## config.mk

```make
export PLATFORM = sky130hd
export DESIGN_NAME = ocp_master_fsm
export DESIGN_NICKNAME = d
export VERILOG_FILES = /design/src/rtl/ocp_pkg.sv /design/src/rtl/ocp_master_fsm.sv
export SDC_FILE = /design/constraint.sdc
export NUM_CORES = 1
export LEC_CHECK = 0
export ABC_AREA = 1
export BUFFER_PORTS_ARGS = -buffer_cell sky130_fd_sc_hd__buf_2
export CAP_MARGIN = 20
export CELL_PAD_IN_SITES_DETAIL_PLACEMENT = 1
export CELL_PAD_IN_SITES_GLOBAL_PLACEMENT = 1
export CORE_ASPECT_RATIO = 1.75
export CORE_MARGIN = 3
export CORE_UTILIZATION = 36
export DETAILED_ROUTE_END_ITERATION = 6
export PLACE_DENSITY_LB_ADDON = 0.1
export SLEW_MARGIN = 15
export SYNTH_ARGS = -nofsm -noshare
export SYNTH_HDL_FRONTEND = slang
export SYNTH_SLANG_ARGS = --single-unit
```

## constraint.sdc

```tcl
create_clock -name sys_clk -period 4.1 [get_ports sys_clk]
set_input_delay 0.205 -clock sys_clk [delete_from_list [all_inputs] [get_ports sys_clk]]
set_output_delay 0.205 -clock sys_clk [all_outputs]
set_load 0.005 [all_outputs]
```

## src/rtl/ocp_pkg.sv

```systemverilog
// Shared OCP 3.0 encodings and width defaults for the master-side request/response FSM.
package ocp_pkg;

    localparam int OCP_MDATA_WIDTH = 8;
    localparam int OCP_SDATA_WIDTH = 8;
    localparam int OCP_MADDR_WIDTH = 64;
    localparam int OCP_BLEN_WIDTH  = 10;

    typedef enum logic [2:0] {
        MCMD_IDLE = 3'b000,
        MCMD_WR   = 3'b001,
        MCMD_RD   = 3'b010,
        MCMD_RDEX = 3'b011,
        MCMD_RDL  = 3'b100,
        MCMD_WRNP = 3'b101,
        MCMD_WRC  = 3'b110,
        MCMD_BCST = 3'b111
    } mcmd_e;

    typedef enum logic [1:0] {
        SRESP_NULL = 2'b00,
        SRESP_DVA  = 2'b01,
        SRESP_FAIL = 2'b10,
        SRESP_ERR  = 2'b11
    } sresp_e;

endpackage

```

## src/rtl/ocp_master_fsm.sv

```systemverilog
// OCP master: turns bridge write/read requests into held OCP request phases,
// returns DVA read data, and gates the OCP clock from sys_clk.
module ocp_master_fsm
    import ocp_pkg::*;
#(
    parameter int MDATA_WIDTH = OCP_MDATA_WIDTH,
    parameter int SDATA_WIDTH = OCP_SDATA_WIDTH,
    parameter int MADDR_WIDTH = OCP_MADDR_WIDTH
) (
    input  logic                   sys_clk,
    input  logic                   reset,
    input  logic [MADDR_WIDTH-1:0] address,
    input  logic [9:0]             burst_length,
    input  logic [2:0]             burst_seq,
    input  logic                   read_request,
    input  logic                   write_request,
    input  logic [MDATA_WIDTH-1:0] write_data,
    output logic [MDATA_WIDTH-1:0] read_data,
    input  logic                   EnableClk,
    output logic                   Clk,
    input  logic                   SCmdAccept,
    input  logic [SDATA_WIDTH-1:0] SData,
    input  logic [1:0]             SResp,
    output logic [MADDR_WIDTH-1:0] MAddr,
    output logic [2:0]             MCmd,
    output logic [MDATA_WIDTH-1:0] MData,
    output logic [9:0]             MBurstLength,
    output logic                   MReqLast
);

    localparam logic [1:0] ST_IDLE = 2'd0;
    localparam logic [1:0] ST_WR   = 2'd1;
    localparam logic [1:0] ST_RD   = 2'd2;
    localparam logic [1:0] ST_RESP = 2'd3;

    logic [1:0]             state,        state_nxt;
    logic [9:0]             beat_cnt,     beat_cnt_nxt;
    logic [2:0]             mcmd_nxt;
    logic [MADDR_WIDTH-1:0] maddr_nxt;
    logic [MDATA_WIDTH-1:0] mdata_nxt;
    logic [9:0]             mblen_nxt;
    logic                   mreqlast_nxt;
    logic [MDATA_WIDTH-1:0] read_data_nxt;
    // Sequence code is captured for debug only; every burst is incrementing with bridge-supplied addresses.
    logic [2:0]             unused_burst_seq, unused_burst_seq_nxt;
    logic [9:0]             wr_len;
    logic                   go_idle;

    assign Clk    = sys_clk & EnableClk;
    assign wr_len = (burst_length == 10'd0) ? 10'd1 : burst_length;

    always_comb begin
        // NOTE: every next value defaults to its current value so no branch leaves one unassigned (no latch).
        state_nxt            = state;
        beat_cnt_nxt         = beat_cnt;
        mcmd_nxt             = MCmd;
        maddr_nxt            = MAddr;
        mdata_nxt            = MData;
        mblen_nxt            = MBurstLength;
        mreqlast_nxt         = MReqLast;
        read_data_nxt        = read_data;
        unused_burst_seq_nxt = unused_burst_seq;
        go_idle              = 1'b0;

        case (state)
            ST_IDLE: begin
                go_idle = 1'b1;
                if (write_request) begin
                    go_idle              = 1'b0;
                    state_nxt            = ST_WR;
                    mcmd_nxt             = MCMD_WR;
                    maddr_nxt            = address;
                    mdata_nxt            = write_data;
                    mblen_nxt            = wr_len;
                    beat_cnt_nxt         = wr_len - 10'd1;
                    mreqlast_nxt         = (wr_len == 10'd1);
                    unused_burst_seq_nxt = burst_seq;
                end else if (read_request) begin
                    go_idle      = 1'b0;
                    state_nxt    = ST_RD;
                    mcmd_nxt     = MCMD_RD;
                    maddr_nxt    = address;
                    mblen_nxt    = 10'd1;
                    mreqlast_nxt = 1'b1;
                end
            end

            ST_WR: begin
                if (SCmdAccept) begin
                    if (beat_cnt != 10'd0) begin
                        // Bridge presents the next beat every cycle; write_request need not stay high.
                        maddr_nxt    = address;
                        mdata_nxt    = write_data;
                        beat_cnt_nxt = beat_cnt - 10'd1;
                        mreqlast_nxt = (beat_cnt == 10'd1);
                    end else begin
                        go_idle = 1'b1;
                    end
                end
            end

            ST_RD: begin
                if (SCmdAccept) begin
                    state_nxt    = ST_RESP;
                    mcmd_nxt     = MCMD_IDLE;
                    mreqlast_nxt = 1'b0;
                end
            end

            ST_RESP: begin
                case (SResp)
                    SRESP_DVA: begin
                        read_data_nxt = SData;
                        go_idle       = 1'b1;
                    end
                    SRESP_FAIL,
                    SRESP_ERR:  go_idle = 1'b1;
                    default:    ;
                endcase
            end

            default: go_idle = 1'b1;
        endcase

        if (go_idle) begin
            state_nxt    = ST_IDLE;
            mcmd_nxt     = MCMD_IDLE;
            maddr_nxt    = '0;
            mdata_nxt    = '0;
            mblen_nxt    = 10'd0;
            mreqlast_nxt = 1'b0;
            beat_cnt_nxt = 10'd0;
        end
    end

    always_ff @(posedge sys_clk or posedge reset) begin
        if (reset) begin
            state            <= ST_IDLE;
            beat_cnt         <= 10'd0;
            MCmd             <= MCMD_IDLE;
            MAddr            <= '0;
            MData            <= '0;
            MBurstLength     <= 10'd0;
            MReqLast         <= 1'b0;
            read_data        <= '0;
            unused_burst_seq <= 3'd0;
        end else if (EnableClk) begin
            // NOTE: non-blocking assignments so every register updates from pre-edge values.
            state            <= state_nxt;
            beat_cnt         <= beat_cnt_nxt;
            MCmd             <= mcmd_nxt;
            MAddr            <= maddr_nxt;
            MData            <= mdata_nxt;
            MBurstLength     <= mblen_nxt;
            MReqLast         <= mreqlast_nxt;
            read_data        <= read_data_nxt;
            unused_burst_seq <= unused_burst_seq_nxt;
        end
    end

endmodule

```

Word level (Yosys, flattened, before mapping)
Cells that the tools add are included.
Widths: inputs -> output; s select.
{ "totals": {"reg_bits": 106, "in_bits": 101, "output_inout_bits": 95, "elab_cells": 83} }
{ "op_classes": {"add_sub_neg": 2, "eq_ne": 13, "muxes": 44, "bitwise": 1, "n_reduce_logical": 15} }
{ "ops": {"columns": ["op", "count"], "rows": [
  ["$mux 64", 5],
  ["$pmux 64 s2", 1],
  ["$mux 10", 9],
  ["$mux 8", 4],
  ["$eq 10x1->1 const B", 2],
  ["$pmux 10 s2", 1],
  ["$sub 10x1->10 const B", 2],
  ["$pmux 8 s2", 1],
  ["$mux 3", 4],
  ["$ne 3x3->1 const B", 4],
  ["$mux 1", 11],
  ["$logic_not 10->1", 1],
  ["$reduce_and 5->1", 2],
  ["$reduce_bool 10->1", 1],
  ["$reduce_bool 3->1", 3],
  ["$eq 2x2->1 const B", 4],
  ["$mux 2", 4],
  ["$pmux 1 s3", 2],
  ["$pmux 3 s2", 1],
  ["$reduce_and 3->1", 2],
  ["$reduce_and 6->1", 1],
  ["$eq 2x1->1 const B", 2],
  ["$ne 4x4->1 const B", 1],
  ["$pmux 2 s2", 1],
  ["6 further kinds", 6]
]} }

Longest topological paths before layout
Gate-level depths: netlist (run 1).
{ "depth": {"word_depth": 6, "depth_mapped": 15, "depth_no_buf": 15} }

==> impl_results.md, run 1 <==
- Worst-path clk slew: roughly 0.08 ns
- Power Dens Cells: between 700 and 800 mW/mm2
- P&R area growth vs syn: 24.41%
- Critical Path Max Stage Delay: ~0.6 ns
- Gr ovfl total: 0
- Core area: around 0.016 mm2
- Post-route clock period utilization: between 70% and 80%
- Routability cong.: about 0.87
- DRT Wirelength: between 15000 and 20000 um
- Crit path kind: reg2reg
- Worst Skew: 0.01157 ns
- Port Buffers: around 190
- First-pass GRT wire length: slightly above 30000 um
- CP top delay family: simple AND/OR/NAND/NOR gates
- CP bufs+invs: 3
- Top cells by area, synth: dfrtp_1 (45%), nand2_1 (15%), nand4_1 (7.5%)
- Design Power: 5.401 mW
- Fin util: 45.77%
- Reg area: 0.002628 mm2
- R2R Path Start: state[1]$_DFFE_PP0P_
- DR vias/cell: 5.067
- Iteration-0 DRC Markers: about 190
- Antenna violations before repair: 1
- Worst setup EP type: flop
- Vias in the first global route: approximately 6000
- Synthesized cell area: slightly below 0.006 mm2
- Fin cells: between 1000 and 1500
- Top Ports: between 150 and 200
- Reg2reg setup slack: about 1.2 ns
- Run status: finished, final reports clean
- CP required: between 4 and 5 ns
- Die W: between 100 and 150 um
- Yosys warning count: 0
- FILL cells: just over 2000
- Worst IR Drop VDD: roughly 0.00036 V
- RSZ-0062 raised after global routing: false
- Cell repeated most along the worst path: nand2_1
- Dominant synthesized flop cell: dfrtp_1
- Final Hold Fails: 0
- Dpl cells: 1128
- 1st-pass router iterations: 4
- Tot GR Track Use: between 20% and 30%
- Avg Inst Size Synth: ~7.5 um2
- CP arrival: between 3 and 4 ns
- Critical path, cell by cell: inv_1 > ha_1 > nand2_1 > inv_1 > nand3_2 > nand3_1 > nand2_2 > nand2_4 > buf_4 > nand2_1 > nor2_2 > nand2_1 > nand2_1
- Slew Viols, Final: 0
- HP Start: burst_length[6]
- Min-Delay Endpoint: MBurstLength[6]$_DFFE_PP0P_
- Worst r2r dst: beat_cnt[5]$_DFFE_PP0P_
- DP HPWL: 13680 um
- Share of cells above drive strength 1: between 20% and 30%
- Vias: 5868
- Worst skew pair latency: between 0.4 and 0.5 ns
- Multi-input logic area: ~0.0025 mm2
- Reg2reg path depth: 13
- DRC: 0
- Largest net degree at the start of global routing: roughly 80
- CP startpoint kind: flop
- Most common cell in the netlist: nand2_1
- Worst-Margin Slew: about 0.80 ns
- Cell Rows: 61
- CTS tree: yes
- Setup violations, final: 0
- Number of flops mapped to enable cells by yosys: 0
- Synth unique cells: 29
- Hold slack: slightly below 0.02 ns
- Antenna Violating Nets Remaining: 0
- CP max-delay cell: buf_4
- Pleak: 4.272 nW
- Sequential fraction of the synthesis area: 44.78%
- Top cells by count, synth: nand2_1 (239), inv_1 (109), nor2_1 (106)
- Worst min-delay path class: in2reg
- Post-synth top area cell: dfrtp_1
- Hold depth: 3
- # nets final: approximately 1100
- Die H: roughly 170 um
- Setup TNS Final: 0 ns
- Synth Instances: a little under 800
- Post-route minimum period: just under 3 ns
- Max Cap Viol: 0
- Syn Nets: 896
- Max transition margin: between 40% and 50%
- Detailed-route wire length per cell: approximately 17 um
- Max Freq: roughly 340 MHz
- Die ar.: between 0.015 and 0.02 mm2
- Top-area cell type share of the netlist area: around 45%
- Initial Util: ~37%
- Share of flip-flops with an asynchronous set or reset: 100.0%
- Yosys reg bits: ~110
- Max FO, Critical Path: 67
[placed cells by master (no fill, tap or decap), types with 2 or more instances in the layout]
| cell type | Yosys | final |
|---|---|---|
| buf_12 | 0 | 2 |
| clkinv_4 | 0 | 2 |
| nand3_1 | 40 | 40 |
| ha_1 | 9 | 9 |
| inv_2 | 3 | 4 |
| o21ai_0 | 30 | 30 |
| nand2_1 | 239 | 239 |
| nand4_1 | 70 | 70 |
| nand2_2 | 3 | 3 |
| clkbuf_16 | 0 | 12 |
| a21oi_1 | 3 | 3 |
| nor2_1 | 106 | 106 |
| nand2_4 | 2 | 2 |
| mux2_2 | 8 | 8 |
| nand3_4 | 2 | 2 |
| nor2_2 | 2 | 2 |
| dfrtp_1 | 105 | 105 |
| inv_1 | 109 | 107 |
| buf_4 | 1 | 3 |
| nand3_2 | 2 | 2 |
| nor3_1 | 2 | 2 |
| buf_2 | 15 | 191 |
| dlygate4sd3_1 | 0 | 9 |
[final cells by class]
cell class / count / share of cell area, %
diodes: 1 / 0.03428
clock buffers: 15 / 4.422
clock inverters: 6 / 0.9255
inverters: 111 / 5.741
multi-input cells: 526 / 34.16
flip-flops and latches: 105 / 35.99
well taps: 189 / 3.239
repair buffers: 205 / 15.49
[registers in the layout, indices dropped and copies added (netlist names)]
name	cells
MAddr	64
MBurstLength	10
beat_cnt	10
MData	8
read_data	8
MCmd	2
state	2
MReqLast	1
[metal layers]
layer / vias up / GRT usage (%) / part of all wire [%]
li1: 2812 / - / -
met1: 2854 / 23.28 / 37
met2: 152 / 38.92 / 54
met3: 50 / 3.196 / 3.6
met4: 0 / 10.89 / 4.8
met5: - / 0 / 0
[worst min-delay path: stages]
cell     delay, ns
buf_2         0.12
nand2_1       0.06
o21ai_0       0.06
[kinds of logic (layout without fill, tap and decap cells)]
family,Yosys count,in the layout,share of synthesized area (%)
and+or+nand+nor,470,470,35.27
buffers and inverters,155,337,12.73
DFF,105,105,44.78
AOI/OAI and AO/OA,38,38,3.710
adders and majority gates,9,9,1.919
muxes,8,8,1.535
other,1,2,0.06390
[timing repair]
| action | in CTS | in global routing |
|---|---|---|
| buffers inserted | 0 | 0 |
| hold buffers | 8 | 1 |
| endpoints found under the hold margin | 8 | 31 |
| gates resized for setup | 0 | 0 |
[power breakdown]
part	internal [mW]	switching, mW	total (mW)
clock network	0.626	0.440	1.07
logic	0.889	1.64	2.53
registers	1.52	0.291	1.81
[stage by stage]
step                      instance area, um2  worst slack (ns)
after CTS                               7261             1.116
after global placement                  6779            0.9340
after floorplan                         5868             1.134
after global routing                    7301            0.8842
final                                   7301             1.169
after detailed placement                6799             1.136
[how the worst max path moves through the flow]
stage,start,endpoint,slack (ns),cells past startpoint
after floorplan,reset,MAddr[0]$_DFFE_PP0P_,1.13,1
after global placement,state[0]$_DFFE_PP0P_,MAddr[8]$_DFFE_PP0P_,0.93,10
after detailed placement,state[1]$_DFFE_PP0P_,beat_cnt[7]$_DFFE_PP0P_,1.14,13
after CTS,state[1]$_DFFE_PP0P_,beat_cnt[7]$_DFFE_PP0P_,1.12,13
after global routing,state[1]$_DFFE_PP0P_,beat_cnt[5]$_DFFE_PP0P_,0.88,13
final,state[1]$_DFFE_PP0P_,beat_cnt[5]$_DFFE_PP0P_,1.17,13
Power figures use the tool's default switching activity.
==> run 2: changes to the inputs <==
- clock period: 4.1 -> 3 ns (I/O delays scaled with it)
==> run 2 against run 1 <==
- fmax rose by 19%
- via count is 1.4% higher
- register-to-register slack worse by 0.63 ns
- critical path type unchanged
==> impl_results.md, run 2 (synthesis results as in run 1) <==
- Pleak: 4.401 nW (+3.0%)
- RSZ-0062 raised after global routing: false
- Top Ports: 196 (unchanged)
- First-pass GRT wire length: 31620 um (+4.0%)
- DP HPWL: 13760 um (+0.60%)
- Crit path kind: reg2reg
- Worst min-delay path class: in2reg
- Core area: 0.01595 mm2 (unchanged)
- Worst setup EP type: flop
- Setup TNS Final: 0 ns (unchanged)
- Largest net degree at the start of global routing: 79 (+1.3%)
- Biggest register: MAddr
- Run status: finished, final reports clean
- 1st-pass router iterations: 4 (unchanged)
- DRT Wirelength: 19910 um (+2.4%)
- Max Freq: 405.8 MHz (+19%)
- Highest routed layer: met4
- Commonest non-fill, non-tap cells in the layout: nand2_1 (239), buf_2 (191), inv_1 (107)
- Cell Rows: 61 (unchanged)
- CP max-delay cell: dfrtp_1
- Die H: 174.9 um (unchanged)
- CTS tree: yes
- Gate power share: 47.6% (+0.8 points)
- Critical path, cell by cell: inv_1 > ha_1 > inv_1 > nor2_1 > nand3_2 > nand3_1 > nand2_2 > nand2_4 > nand3_4 > buf_4 > nand2_1 > nand2_1
- Most common cell after layout, fill and taps aside: nand2_1
- Port Buffers: 191 (unchanged)
- Vias: 5953 (+1.4%)
- Met1 Wirelength: 7550 um (+3.8%)
- Worst-Margin Slew: 0.6991 ns (-0.09828 ns)
- DR vias/cell: 5.003 (-1.3%)
- Die ar.: 0.01793 mm2 (unchanged)
- Critical Path Max Stage Delay: 0.42 ns (-0.18 ns)
- Vias in the first global route: 6398 (+3.4%)
- Post-CTS Resized: 0 (unchanged)
- CP startpoint kind: flop
- Worst IR Drop VDD: 0.0005206 V (+45%)
- Post-route minimum period: 2.464 ns (-0.4666 ns)
- Antenna Violating Nets Remaining: 0 (unchanged)
- Largest register FFs: 64 (unchanged)
- Met2 wire len: 11020 um (+4.5%)
- Gr ovfl total: 0 (unchanged)
- Flop pwr share: 33.2% (-0.3 points)
- # nets final: 1105 (+3.0%)
- CP required: 3.35 ns (-1.15 ns)
- Slew Viols, Final: 0 (unchanged)
- Switching Fraction: 43.63% (-0.18 points)
- Die W: 102.5 um (unchanged)
- DRC: 0 (unchanged)
- Max FO, Critical Path: 22 (-67%)
- P_int: 4.204 mW (+39%)
- Clock power frac: 19.2% (-0.5 points)
- Worst skew pair latency: 0.46 ns (about the same)
- Setup violations, final: 0 (unchanged)
- Final Hold Fails: 0 (unchanged)
- Iteration-0 DRC Markers: 151 (-21%)
- Worst-path clk slew: 0.08 ns (about the same)
- Worst Skew: 0.009485 ns (-0.002087 ns)
- FILL cells: 2061 (-0.39%)
- Post-route clock period utilization: 82.14% (+11 points)
- Routability cong.: 0.8629 (-0.91%)
- Switching power total: 3.253 mW (+37%)
- Met3 wire len: 637 um (-7.9%)
- Design Power: 7.457 mW (+38%)
- Antenna violations before repair: 0 (-1)
- Tot GR Track Use: 22.30% (+0.88 points)
- Power Dens Cells: 980.2 mW/mm2 (+33%)
- Detailed-route wire length per cell: 16.73 um (-0.33%)
- CP arrival: 2.81 ns (-0.52 ns)
- P&R area growth vs syn: 29.64%
- Top flop regs: MAddr: 64 flops, MBurstLength: 10 flops, beat_cnt: 10 flops
- Initial Util: 36.79% (unchanged)
- Max Cap Viol: 0 (unchanged)
- Pre-CTS setup slack: 0.4819 ns (-0.6545 ns)
- Setup ws final: 0.5357 ns (-0.6334 ns)
- Max transition margin: 53.39% (+6.6 points)
- Share of cells above drive strength 1: 24.50% (-0.60 points)
run 2: changes by cell type in the layout (fill, tap and decap cells not counted), moves of 2 or more:
cell	before	now
buf_12	2	4
buf_4	3	5
clkinv_4	2	0
dlygate4sd3_1	9	38
run 2: routing by layer:
layer / global-route usage (%) / up-vias
met3: 3.276 / 41
met5: 0 / -
li1: - / 2876
met1: 23.60 / 2899
met2: 42.26 / 137
met4: 9.195 / 0
run 2: timing repair:
action / 4_1_cts / 5_1_grt
hold endpoints to repair: 88 / 0
setup buffers: 0 / 0
hold buffers: 38 / 0
endpoints found under the setup margin: 0 / 0
run 2: final cells by class:
class	count	area [um2]	area share [%]
sequential	105	2628	34.54
multi-input combinational	526	2494	32.78
timing repair buffer	237	1449	19.05
inverter	111	419.2	5.510
clock buffer	15	312.8	4.112
tap	189	236.5	3.109
clock inverter	6	66.31	0.8717
antenna	1	2.502	0.03289
run 2: final timing paths:
check	start	endpoint	slack [ns]	cells after the start
max	beat_cnt[0]$_DFFE_PP0P_	MAddr[52]$_DFFE_PP0P_	0.54	12
max reg2reg	beat_cnt[0]$_DFFE_PP0P_	MAddr[52]$_DFFE_PP0P_	0.54	12
max in group asynchronous	reset	MAddr[39]$_DFFE_PP0P_	1.89	4
min reg2reg	MData[4]$_DFFE_PP0P_	MData[4]$_DFFE_PP0P_	0.48	2
min in group asynchronous	reset	MAddr[59]$_DFFE_PP0P_	0.36	3
min	address[26]	MAddr[26]$_DFFE_PP0P_	0.006	5
run 2: metrics by stage:
| stage | hold slack [ns] | instance area [um2] | util [%] | instances |
|---|---|---|---|---|
| after global placement | 0.3046 | 6854 | 42.97 | 1132 |
| after floorplan | 0.2342 | 5868 | - | 786 |
| after detailed placement | 0.3077 | 6854 | 42.97 | 1132 |
| after global routing | 0.005658 | 7605 | 47.67 | 1189 |
| final | 0.005946 | 7607 | 47.69 | 1190 |
| after CTS | 0.0001082 | 7605 | 47.67 | 1189 |
run 2: power by group through the flow:
| stage | registers [mW] | logic [mW] | clock network [mW] |
|---|---|---|---|
| 5_1_grt | 2.55 | 4.04 | 1.52 |
| 3_5_place_dp | 2.50 | 3.56 | 0.0128 |
| 2_1_floorplan | 2.50 | 2.34 | 0.00709 |
| 3_3_place_gp | 2.47 | 3.45 | 0.0128 |
| 4_1_cts | 2.48 | 3.62 | 1.47 |
| 6_report | 2.48 | 3.55 | 1.43 |
run 2: critical path, delay by kind of cell, from the launching register on:
family | cells | cell delay, ns
simple gates | 8 | 1.19
flops | 1 | 0.42
fa+ha+maj | 1 | 0.18
buf+inv | 3 | 0.55
==> run 3: changes to the inputs <==
- ABC_AREA: 1 -> 0
- clock period: 3 -> 2.5 ns (I/O delays scaled with it)
==> run 3 against run 2 <==
- total power increased by 17%
- global-route usage increased by 2.2 points
- sequential power increased by 18%
==> impl_results.md, run 3 <==
- CP startpoint kind: flop
- Antenna violations before repair: 0 (unchanged)
- Slew Viols, Final: 0 (unchanged)
- Worst Skew: 0.01123 ns (+0.001743 ns)
- Fin util: 57.97% (+10 points)
- Max Freq: 413.6 MHz (+1.9%)
- 1st-pass router iterations: 6 (+2)
- Avg Inst Size Synth: 11.70 um2 (+57%)
- DRC: 0 (unchanged)
- DP HPWL: 11440 um (-17%)
- Crit path kind: reg2reg
- Share of cells above drive strength 1: 37.48% (+13 points)
- HP Start: write_request
- Worst skew pair latency: 0.46 ns (about the same)
- Antenna Violating Nets Remaining: 0 (unchanged)
- Gate power share: 46.9% (-0.7 points)
- Most common cell after layout, fill and taps aside: buf_2
- Synth Instances: 402 (-49%)
- Min-Delay Endpoint: MCmd[0]$_DFFE_PP0P_
- Worst r2r dst: MAddr[50]$_DFFE_PP0P_
- Worst-Margin Slew: 0.6647 ns (-0.03439 ns)
- Top flop regs: MAddr: 64 flops, MBurstLength: 10 flops, beat_cnt: 10 flops
- Flop pwr share: 33.6% (+0.4 points)
- Initial Util: 37.22% (+0.43 points)
- Top-area cell type share of the netlist area: 55.88% (+11 points)
- Fin cells: 875 (-26%)
- Tot GR Track Use: 24.54% (+2.2 points)
- Biggest register: MAddr
- Commonest non-fill, non-tap cells in the layout: buf_2 (191), dfrtp_1 (105), dlygate4sd3_1 (90)
- Power Dens Cells: 1189 mW/mm2 (+21%)
- Port Buffers: 191 (unchanged)
- Post-route clock period utilization: 96.71% (+15 points)
- Largest register FFs: 64 (unchanged)
- Number of flops mapped to enable cells by yosys: 0 (unchanged)
- Max transition margin: 55.59% (+2.2 points)
- Synth unique cells: 56 (+93%)
- P&R area growth vs syn: 55.77%
- Top cells by area, synth: dfrtp_1 (56%), a22o_1 (12%), nand2_1 (2.9%)
- Vias in the first global route: 5301 (-17%)
- Worst IR Drop VDD: 0.0005228 V (+0.44%)
- Detailed-route wire length per cell: 19.84 um (+19%)
- Run status: finished, final reports clean
- Worst setup EP type: flop
- Critical path startpoint: beat_cnt[2]$_DFFE_PP0P_
- Reg2reg path depth: 6 (-6)
- Top cells by count, synth: dfrtp_1 (105), a22o_1 (65), nand2_1 (36)
- Setup ws final: 0.08227 ns (-0.4534 ns)
- # nets final: 812 (-27%)
- Core area: 0.01263 mm2 (-21%)
- Die W: 92.39 um (-9.9%)
- Hold depth: 3 (-2)
- First-pass GRT wire length: 27430 um (-13%)
- Dominant synthesized flop cell: dfrtp_1
- Setup violations, final: 0 (unchanged)
- Yosys reg bits: 105 (unchanged)
- Switching Fraction: 38.22% (-5.4 points)
- Reg2reg setup slack: 0.08 ns (-0.45 ns)
- Max FO, Critical Path: 32 (+45%)
- Dpl cells: 763 (-33%)
- Hold slack: 0.01639 ns (+0.01044 ns)
- RSZ-0062 raised after global routing: true
- Final Hold Fails: 0 (unchanged)
- Gr ovfl total: 0 (unchanged)
- Cell area after layout: 0.007325 mm2 (-3.7%)
- Switching power total: 3.330 mW (+2.4%)
- Die H: 157.2 um (-10%)
- Max Cap Viol: 0 (unchanged)
- P_int: 5.382 mW (+28%)
- CTS tree: yes
- Post-synth top area cell: dfrtp_1
- Post-route minimum period: 2.418 ns (-0.04655 ns)
- Vias: 4625 (-22%)
- DRT Wirelength: 17360 um (-13%)
- Cell Rows: 54 (-11%)
- Yosys warning count: 0 (unchanged)
- Pre-CTS setup slack: 0.01345 ns (-0.4684 ns)
- Iteration-0 DRC Markers: 103 (-32%)
- Top Ports: 196 (unchanged)
- Pleak: 3.609 nW (-18%)
- Syn Nets: 512 (-43%)
- Ant. Diodes: 0 (-1)
- Sequential fraction of the synthesis area: 55.88% (+11 points)
- Worst min-delay path class: in2reg
- Synthesized cell area: 0.004702 mm2 (-20%)
- CP arrival: 2.81 ns (about the same)
- R2R Path Start: beat_cnt[2]$_DFFE_PP0P_
- Worst-path clk slew: 0.08 ns (about the same)
- Placed Area: 0.005995 mm2 (-13%)
- Routability cong.: 0.8200 (-5.0%)
- Share of flip-flops with an asynchronous set or reset: 100.0% (unchanged)
- DR vias/cell: 5.286 (+5.7%)
- CP required: 2.89 ns (-0.46 ns)
- Largest net degree at the start of global routing: 65 (-18%)
- Clock power frac: 19.5% (+0.3 points)
- Most common cell in the netlist: dfrtp_1
- Die ar.: 0.01452 mm2 (-19%)
## run 3: cell families (layout without fill, tap and decap cells)
family,Yosys count,in the layout,share of synthesized area (%)
fa+ha+maj,9,9,2.395
other cells,1,1,0.07975
mux,10,10,2.368
flops,105,105,55.88
buf+inv,36,341,3.486
simple gates,104,104,11.23
compound gates,131,131,23.44
xor+xnor,6,6,1.118
## run 3: layout make-up
type / instances / area [um2]
Fill cell: 1398 / 5310
Sequential cell: 105 / 2628
Timing Repair Buffer: 309 / 2128
Multi-Input combinational cell: 261 / 1923
Clock buffer: 14 / 319.1
Tap cell: 168 / 210.2
Clock inverter: 6 / 67.56
Inverter: 12 / 48.80
## run 3: per-stage QoR
| step | TNS (ns) | power (mW) |
|---|---|---|
| after global placement | 0 | 6.613 |
| after global routing | -0.03079 | 9.298 |
| after CTS | 0 | 8.611 |
| after detailed placement | 0 | 6.773 |
| after floorplan | 0 | 5.075 |
| final | 0 | 8.712 |
## run 3: layer usage
layer	track usage, %	up-vias	share of wire [%]
li1	-	2112	-
met1	24.26	2291	34
met2	46.16	167	57
met3	5.548	55	4.8
met4	14.10	0	4.8
met5	0	-	0
## run 3: worst max-delay path by stage
stage,end,slack (ns),depth (start not counted)
floorplan,MAddr[0]$_DFFE_PP0P_,0.03,10
global placement,beat_cnt[8]$_DFFE_PP0P_,0.05,5
detailed placement,beat_cnt[4]$_DFFE_PP0P_,0.01,5
CTS,beat_cnt[4]$_DFFE_PP0P_,0.004,5
global route,beat_cnt[9]$_DFFE_PP0P_,-0.02,8
finish,MAddr[50]$_DFFE_PP0P_,0.08,6
## run 3: timing repair
item | 4_1_cts | 5_1_grt
hold buffers | 90 | 0
hold endpoints to repair | 116 | 0
resized for setup | 0 | 3
endpoints found under the setup margin | 0 | 71
setup buffers | 0 | 2
## run 3: worst max-delay path, cell delays in order, from the launching register on
cell	delay (ns)
dfrtp_1	0.38
or4_4	0.59
o41a_2	0.54
nand3_1	0.18
and2_2	0.25
buf_12	0.21
a22o_1	0.20
## run 3: power groups by stage
stage               logic (mW)  clock network (mW)  registers, mW
finish                    4.09                1.70           2.92
global route              4.47                1.80           3.02
CTS                       3.96                1.75           2.90
detailed placement        3.86              0.0147           2.90
global placement          3.72              0.0147           2.88
floorplan                 2.10             0.00788           2.97
